==> src/rtl/tfhe_pu_pkg.sv <==
// Shared definitions for the TFHE PU control/status register block:
// register byte offsets, CTRL/STATUS bit positions, AXI response codes,
// the write/read channel state types and a byte-strobe mask helper.
package tfhe_pu_pkg;

  localparam logic [11:0] REG_ID      = 12'h000;
  localparam logic [11:0] REG_CTRL    = 12'h004;
  localparam logic [11:0] REG_STATUS  = 12'h008;
  localparam logic [11:0] REG_SCRATCH = 12'h00C;
  localparam logic [11:0] REG_CYCLES  = 12'h010;
  localparam logic [11:0] REG_OPS     = 12'h014;

  localparam int CTRL_START       = 0;
  localparam int CTRL_SOFT_RST    = 1;
  localparam int CTRL_LED_LSB     = 8;

  localparam int STATUS_BUSY      = 0;
  localparam int STATUS_DONE      = 1;
  localparam int STATUS_START_ERR = 2;

  localparam logic [1:0] RESP_OKAY   = 2'b00;
  localparam logic [1:0] RESP_SLVERR = 2'b10;

  typedef enum logic [1:0] {
    W_IDLE    = 2'd0,
    W_HAVE_AW = 2'd1,
    W_HAVE_W  = 2'd2,
    W_RESP    = 2'd3
  } wr_state_t;

  typedef enum logic {
    R_IDLE = 1'b0,
    R_RESP = 1'b1
  } rd_state_t;

  // Expand a 4-bit byte strobe into a 32-bit bit mask.
  function automatic logic [31:0] strb_mask(input logic [3:0] strb);
    logic [31:0] m;
    for (int i = 0; i < 4; i++) m[8*i +: 8] = {8{strb[i]}};
    return m;
  endfunction

endpackage

==> src/rtl/tfhe_pu_ctrl_regs_sat_counter32.sv <==
// sat_counter32: up-counter with synchronous clear and enable that sticks
// at all-ones instead of wrapping.
// Ports: clk, rst_n (async, active-low), clr (priority over en), en, count.
module sat_counter32 #(
  parameter int DATA_W = 32
) (
  input  logic              clk,
  input  logic              rst_n,
  input  logic              clr,
  input  logic              en,
  output logic [DATA_W-1:0] count
);

  always_ff @(posedge clk or negedge rst_n) begin
    if (!rst_n) begin
      count <= '0;
    end else if (clr) begin
      count <= '0;
    end else if (en && (count != {DATA_W{1'b1}})) begin
      count <= count + 1'b1;
    end
  end

endmodule

==> src/rtl/tfhe_pu_ctrl_regs.sv <==
// tfhe_pu_ctrl_regs: AXI4-Lite responder for the TFHE PU register file.
// Ports: axi_aclk/axi_aresetn (async active-low); AXI-Lite AW/W/B/AR/R
// channels; pu_start (1-cycle pulse), pu_soft_rst (level), pu_busy and
// pu_done (status inputs from the core); leds driven from CTRL[15:8].
module tfhe_pu_ctrl_regs
  import tfhe_pu_pkg::*;
#(
  parameter int          ADDR_W   = 12,
  parameter logic [31:0] ID_VALUE = 32'h7F4E_0001
) (
  input  logic              axi_aclk,
  input  logic              axi_aresetn,
  input  logic [ADDR_W-1:0] s_axi_awaddr,
  input  logic              s_axi_awvalid,
  output logic              s_axi_awready,
  input  logic [31:0]       s_axi_wdata,
  input  logic [3:0]        s_axi_wstrb,
  input  logic              s_axi_wvalid,
  output logic              s_axi_wready,
  output logic [1:0]        s_axi_bresp,
  output logic              s_axi_bvalid,
  input  logic              s_axi_bready,
  input  logic [ADDR_W-1:0] s_axi_araddr,
  input  logic              s_axi_arvalid,
  output logic              s_axi_arready,
  output logic [31:0]       s_axi_rdata,
  output logic [1:0]        s_axi_rresp,
  output logic              s_axi_rvalid,
  input  logic              s_axi_rready,
  output logic              pu_start,
  output logic              pu_soft_rst,
  input  logic              pu_busy,
  input  logic              pu_done,
  output logic [7:0]        leds
);

  wr_state_t         wstate, wstate_nxt;
  rd_state_t         rstate, rstate_nxt;
  logic              ready_en;
  logic [ADDR_W-1:0] awaddr_q;
  logic [31:0]       wdata_q;
  logic [3:0]        wstrb_q;
  logic              done_flag, start_err;
  logic [31:0]       scratch, cycles, ops;
  logic              aw_hs, w_hs, ar_hs, commit;
  logic [ADDR_W-1:0] wa;
  logic [31:0]       wd, mask, rd_data;
  logic [3:0]        ws;
  logic [1:0]        rd_resp;
  logic              wr_mapped, wr_ctrl, wr_status, wr_scratch;
  logic              start_req, start_ok, start_bad;

  // Word-address match; the two byte-offset bits are ignored.
  function automatic logic hit(input logic [ADDR_W-1:0] a, input logic [11:0] off);
    return (a & ~ADDR_W'(3)) == ADDR_W'(off);
  endfunction

  // Readies come up one cycle after reset release; a captured channel
  // stays stalled until its partner arrives and the response is taken.
  assign s_axi_awready = ready_en && (wstate == W_IDLE || wstate == W_HAVE_W);
  assign s_axi_wready  = ready_en && (wstate == W_IDLE || wstate == W_HAVE_AW);
  assign s_axi_arready = ready_en && (rstate == R_IDLE);
  assign s_axi_bvalid  = (wstate == W_RESP);
  assign s_axi_rvalid  = (rstate == R_RESP);

  assign aw_hs = s_axi_awvalid && s_axi_awready;
  assign w_hs  = s_axi_wvalid && s_axi_wready;
  assign ar_hs = s_axi_arvalid && s_axi_arready;

  always_comb begin
    wstate_nxt = wstate;
    commit     = 1'b0;
    unique case (wstate)
      W_IDLE: begin
        if (aw_hs && w_hs) begin
          wstate_nxt = W_RESP;
          commit     = 1'b1;
        end else if (aw_hs) begin
          wstate_nxt = W_HAVE_AW;
        end else if (w_hs) begin
          wstate_nxt = W_HAVE_W;
        end
      end
      W_HAVE_AW: if (w_hs) begin
        wstate_nxt = W_RESP;
        commit     = 1'b1;
      end
      W_HAVE_W: if (aw_hs) begin
        wstate_nxt = W_RESP;
        commit     = 1'b1;
      end
      W_RESP: if (s_axi_bready) wstate_nxt = W_IDLE;
      default: wstate_nxt = W_IDLE;
    endcase
  end

  always_comb begin
    rstate_nxt = rstate;
    unique case (rstate)
      R_IDLE:  if (ar_hs) rstate_nxt = R_RESP;
      R_RESP:  if (s_axi_rready) rstate_nxt = R_IDLE;
      default: rstate_nxt = R_IDLE;
    endcase
  end

  // The committing beat takes whichever half arrives this cycle live and
  // the other half from its capture register.
  assign wa   = (wstate == W_HAVE_AW) ? awaddr_q : s_axi_awaddr;
  assign wd   = (wstate == W_HAVE_W) ? wdata_q : s_axi_wdata;
  assign ws   = (wstate == W_HAVE_W) ? wstrb_q : s_axi_wstrb;
  assign mask = strb_mask(ws);

  assign wr_mapped  = hit(wa, REG_ID) || hit(wa, REG_CTRL) || hit(wa, REG_STATUS) ||
                      hit(wa, REG_SCRATCH) || hit(wa, REG_CYCLES) || hit(wa, REG_OPS);
  assign wr_ctrl    = commit && hit(wa, REG_CTRL);
  assign wr_status  = commit && hit(wa, REG_STATUS);
  assign wr_scratch = commit && hit(wa, REG_SCRATCH);

  // START is judged against the SOFT_RST value held before this write.
  assign start_req = wr_ctrl && ws[0] && wd[CTRL_START];
  assign start_ok  = start_req && !pu_busy && !pu_soft_rst;
  assign start_bad = start_req && !start_ok;

  always_comb begin
    rd_data = '0;
    rd_resp = RESP_OKAY;
    if (hit(s_axi_araddr, REG_ID)) begin
      rd_data = ID_VALUE;
    end else if (hit(s_axi_araddr, REG_CTRL)) begin
      rd_data[CTRL_SOFT_RST]       = pu_soft_rst;
      rd_data[CTRL_LED_LSB +: 8]   = leds;
    end else if (hit(s_axi_araddr, REG_STATUS)) begin
      rd_data[STATUS_BUSY]      = pu_busy;
      rd_data[STATUS_DONE]      = done_flag;
      rd_data[STATUS_START_ERR] = start_err;
    end else if (hit(s_axi_araddr, REG_SCRATCH)) begin
      rd_data = scratch;
    end else if (hit(s_axi_araddr, REG_CYCLES)) begin
      rd_data = cycles;
    end else if (hit(s_axi_araddr, REG_OPS)) begin
      rd_data = ops;
    end else begin
      rd_resp = RESP_SLVERR;
    end
  end

  always_ff @(posedge axi_aclk or negedge axi_aresetn) begin
    if (!axi_aresetn) begin
      ready_en    <= 1'b0;
      wstate      <= W_IDLE;
      rstate      <= R_IDLE;
      awaddr_q    <= '0;
      wdata_q     <= '0;
      wstrb_q     <= '0;
      s_axi_bresp <= RESP_OKAY;
      s_axi_rdata <= '0;
      s_axi_rresp <= RESP_OKAY;
      pu_start    <= 1'b0;
      pu_soft_rst <= 1'b0;
      leds        <= '0;
      scratch     <= '0;
      done_flag   <= 1'b0;
      start_err   <= 1'b0;
    end else begin
      ready_en <= 1'b1;
      wstate   <= wstate_nxt;
      rstate   <= rstate_nxt;
      if (aw_hs) awaddr_q <= s_axi_awaddr;
      if (w_hs) begin
        wdata_q <= s_axi_wdata;
        wstrb_q <= s_axi_wstrb;
      end
      pu_start <= start_ok;
      if (commit) s_axi_bresp <= wr_mapped ? RESP_OKAY : RESP_SLVERR;
      if (wr_scratch) scratch <= (scratch & ~mask) | (wd & mask);
      if (wr_ctrl && ws[0]) pu_soft_rst <= wd[CTRL_SOFT_RST];
      if (wr_ctrl && ws[1]) leds <= wd[CTRL_LED_LSB +: 8];
      // A completion in the same cycle as a clear leaves DONE set.
      if (pu_done) begin
        done_flag <= 1'b1;
      end else if (start_ok || (wr_status && ws[0] && wd[STATUS_DONE])) begin
        done_flag <= 1'b0;
      end
      if (start_bad) begin
        start_err <= 1'b1;
      end else if (wr_status && ws[0] && wd[STATUS_START_ERR]) begin
        start_err <= 1'b0;
      end
      if (ar_hs) begin
        s_axi_rdata <= rd_data;
        s_axi_rresp <= rd_resp;
      end
    end
  end

  sat_counter32 #(.DATA_W(32)) u_cycles (
    .clk   (axi_aclk),
    .rst_n (axi_aresetn),
    .clr   (start_ok),
    .en    (pu_busy),
    .count (cycles)
  );

  sat_counter32 #(.DATA_W(32)) u_ops (
    .clk   (axi_aclk),
    .rst_n (axi_aresetn),
    .clr   (1'b0),
    .en    (pu_done),
    .count (ops)
  );

endmodule

==> config.mk <==
export PLATFORM = sky130hd
export DESIGN_NAME = tfhe_pu_ctrl_regs
export DESIGN_NICKNAME = d
export VERILOG_FILES = /design/src/rtl/tfhe_pu_pkg.sv /design/src/rtl/tfhe_pu_ctrl_regs_sat_counter32.sv /design/src/rtl/tfhe_pu_ctrl_regs.sv
export SDC_FILE = /design/constraint.sdc
export NUM_CORES = 1
export LEC_CHECK = 0
export BUFFER_PORTS_ARGS = -buffer_cell sky130_fd_sc_hd__buf_2
export CORE_MARGIN = 4
export CORE_UTILIZATION = 52
export DETAILED_ROUTE_END_ITERATION = 12
export GPL_TIMING_DRIVEN = 0
export PLACE_DENSITY_LB_ADDON = 0.1
export SLEW_MARGIN = 5
export SYNTH_ARGS = -nofsm -noshare
export SYNTH_HDL_FRONTEND = slang
export SYNTH_SLANG_ARGS = --single-unit
export TNS_END_PERCENT = 50
==> constraint.sdc <==
create_clock -name axi_aclk -period 4.6 [get_ports axi_aclk]
set_input_delay 0.92 -clock axi_aclk [delete_from_list [all_inputs] [get_ports axi_aclk]]
set_output_delay 0.92 -clock axi_aclk [all_outputs]
set_load 0.05 [all_outputs]
==> results.ini <==
[synthesis]
synth.cells.most_frequent = sky130_fd_sc_hd__dfrtp_1 (192), sky130_fd_sc_hd__mux2_2 (133), sky130_fd_sc_hd__nand2_1 (63), sky130_fd_sc_hd__a21oi_1 (48), sky130_fd_sc_hd__o21ai_0 (41)
synth_seq_cells = 192
synth-seq-area-share = 0.499
async_reset_ff_frac = 1.00
yosys.cell_count.top_type = sky130_fd_sc_hd__dfrtp_1
syn-mean-instance-area_um2 = 11.2
syn-instance-count = 861
yosys.cell_types.count = 64
synthDominantCellAreaShare = 0.499
synthTopCellsByArea = sky130_fd_sc_hd__dfrtp_1 (50%), sky130_fd_sc_hd__mux2_2 (16%), sky130_fd_sc_hd__a21oi_1 (2.5%)
number_of_enable_type_register_cells_in_the_synthesized_netlist = 0
synth_top_area_cell = sky130_fd_sc_hd__dfrtp_1
mappedNetlistArea_um2 = 9620
ys_dominant_reg_cell = sky130_fd_sc_hd__dfrtp_1
yosysWarningCount = 0

[worst_setup_path]
r2r_end = u_cycles.count[15]
critical_path_arrival_ps = 2170
required_ps = 3680
critical_path.startpoint = wstate[0]
reg2reg_setup_slack_ps = 1660
critPathCapture = s_axi_awready
worstPathMaxFanout = 10
criticalPathCategory = reg -> out
reg2reg_depth = 9
r2r_start = wstate[1]
worstSetupStartpointType = flop
worst_setup_path_end_kind = output pin

[power_and_ir_drop]
switching_share = 0.321
power.internal_mw = 3.34
p_switching_mw = 1.58
worst_ir_drop_vdd_uv = 378
power.share.clock = 0.297
total_power_mw = 4.92
p_leak_nw = 5.11
powerDensity_nw_per_um2 = 444
seqPwrFrac = 0.447
pwr-share-comb = 0.255

[global_route]
grt_use_total = 0.237
grt_pass1_wl_um = 38000
top_usage_layer_grt = met2
grt_start_max_net_pins = 110
number_of_antenna_violations_at_the_first_check_in_global_routing = 0
use_met2 = 0.375
grt_util_met3 = 0.0483
vias_in_the_first_global_route = 7245
grt.overflow.total = 0
globalRouteMet1Util = 0.333

[floorplan]
rows = 49
chipWidth_um = 144
dieArea_um2 = 20700
fp.dieH_um = 144
io-pin-count = 120
design.core.area_um2 = 18100
initial_core_util = 0.532

[drt]
drc_errors = 0
first_iter_violations = 486
routed_wl_um = 23900
antenna_viol_nets_final = 0
drt-pass1-iter-count = 5
dr_total_vias = 7352
routed_wire_length_per_instance_um = 19.4
avgViaCountPerCell = 5.95

[flow_run]
max_cap_violations = 0

[sta]
fin_skew_ps = 9.28
hold_viol = 0
finalSetupViolations = 0
fin_ws_ps = 1510
part_of_the_cycle_the_worst_path_needs = 0.672
report.final.slew_viol_count = 0
clock.fmax_ghz = 0.324
timing.slew.headroom = 0.265
finalHoldWorstSlack_ps = 475
worst-slew-pin-transition_ps = 1090
rsz0062_at_grt = no
final_period_minus_worst_setup_slack_ps = 3090

[cts]
hold_fix_buffers_at_cts = 0
path_clk_slew_ps = 70
clock_latency_ps = 430
clock_tree.htree_level_count = 4
cts_post_setup_buffers_inserted = 0
clock_tree.root_cell = sky130_fd_sc_hd__clkbuf_16
post_cts.resized_instances = 0
cts_inserted_buffers = 17
cts_buffer_depth = 2
clock_sinks = 192
cts_tree = built

[placement]
dpl-instance-area_um2 = 10500
io_buffers = 112
gp_congestion = 0.873
worst_case_setup_slack_after_placement_ps = 1350
dp_hpwl_um = 17600

[cells_and_area]
nFillCells = 1530
drive_gt1_frac = 0.301
antenna_cells_inserted = 0
postLayoutCellArea_um2 = 11100
final_nets = 1069
register_area_um2 = 4800
layout-area-overhead-vs-synth_pct = 15.2
multi_input_area_um2 = 4610

[worst_hold_path]
worst_min_delay_path_category = in -> async

[outcome]
result_of_the_run = complete, no violations

per-stage QoR:
stage | util | cells | setup TNS (ps)
CTS | 0.613 | 1235 | 0
global route | 0.613 | 1235 | 0
detailed placement | 0.581 | 1204 | 0
finish | 0.613 | 1235 | 0
floorplan | - | 862 | 0
global placement | 0.579 | 1203 | -126920
power groups by stage:
stage / registers [mW] / logic, mW / clock network (mW)
after floorplan: 2.26 / 0.872 / 0
after global placement: 2.22 / 1.24 / 0
after detailed placement: 2.23 / 1.27 / 0
after CTS: 2.20 / 1.27 / 1.50
after global routing: 2.24 / 1.38 / 1.56
final: 2.20 / 1.26 / 1.46
area by class of cell:
| class | instances | area share |
|---|---|---|
| Tap cell | 229 | 0.0258 |
| Sequential cell | 192 | 0.433 |
| Clock inverter | 14 | 0.0138 |
| Timing Repair Buffer | 113 | 0.0540 |
| Inverter | 13 | 0.00440 |
| Clock buffer | 17 | 0.0384 |
| Multi-Input combinational cell | 619 | 0.416 |
| Buffer | 38 | 0.0144 |
routing by layer:
layer	vias up	wire, µm
met3	31	1430
met4	0	471
li1	3468	-
met2	235	11100
met5	-	0
met1	3618	10900
critical path, cell delays in order, from the launching register on:
cell,delay [ps]
sky130_fd_sc_hd__dfrtp_1,400
sky130_fd_sc_hd__inv_1,110
sky130_fd_sc_hd__ha_1,200
sky130_fd_sc_hd__clkbuf_1,490
sky130_fd_sc_hd__o21a_1,260
sky130_fd_sc_hd__buf_2,270
kinds of logic after synthesis:
kind of cell	count (synthesis)	synth area share
fa+ha+maj	6	0.00780
other cells	2	0.000781
compound gates	174	0.120
flops	192	0.499
buf+inv	51	0.0217
simple gates	247	0.140
xor+xnor	37	0.0337
mux	152	0.176
worst min-delay path by stage:
stage,start,endpoint,slack [ps],depth (start not counted)
floorplan,u_cycles.count[5],u_cycles.count[5],450,1
global placement,wdata_q[31],wdata_q[31],480,1
detailed placement,awaddr_q[5],awaddr_q[5],490,1
CTS,axi_aresetn,u_cycles.count[25],500,1
global route,flop,flop,510,1
finish,axi_aresetn,u_cycles.count[24],480,1
layout by cell type (no fill, tap or decap), types with 7 or more instances in the layout:
cell                        instances
sky130_fd_sc_hd__buf_2            119
sky130_fd_sc_hd__a21o_1             9
sky130_fd_sc_hd__nor2_1            40
sky130_fd_sc_hd__xnor2_1           26
sky130_fd_sc_hd__a21oi_1           48
sky130_fd_sc_hd__buf_1              7
sky130_fd_sc_hd__and4_1            11
sky130_fd_sc_hd__or3_1             17
sky130_fd_sc_hd__nand3_1           31
sky130_fd_sc_hd__dfrtp_1          192
sky130_fd_sc_hd__nor4_1             8
sky130_fd_sc_hd__nand4_1           18
sky130_fd_sc_hd__inv_1             13
sky130_fd_sc_hd__nand2_1           63
sky130_fd_sc_hd__mux2i_1           18
sky130_fd_sc_hd__nor3_1            12
sky130_fd_sc_hd__a22oi_1           19
sky130_fd_sc_hd__a22o_1            12
sky130_fd_sc_hd__clkbuf_1          21
sky130_fd_sc_hd__xor2_1            11
sky130_fd_sc_hd__mux2_2           133
sky130_fd_sc_hd__a221o_1            9
sky130_fd_sc_hd__clkbuf_16         17
sky130_fd_sc_hd__o21ai_0           41
sky130_fd_sc_hd__and3_1            13
Power figures use the tool's default switching activity.
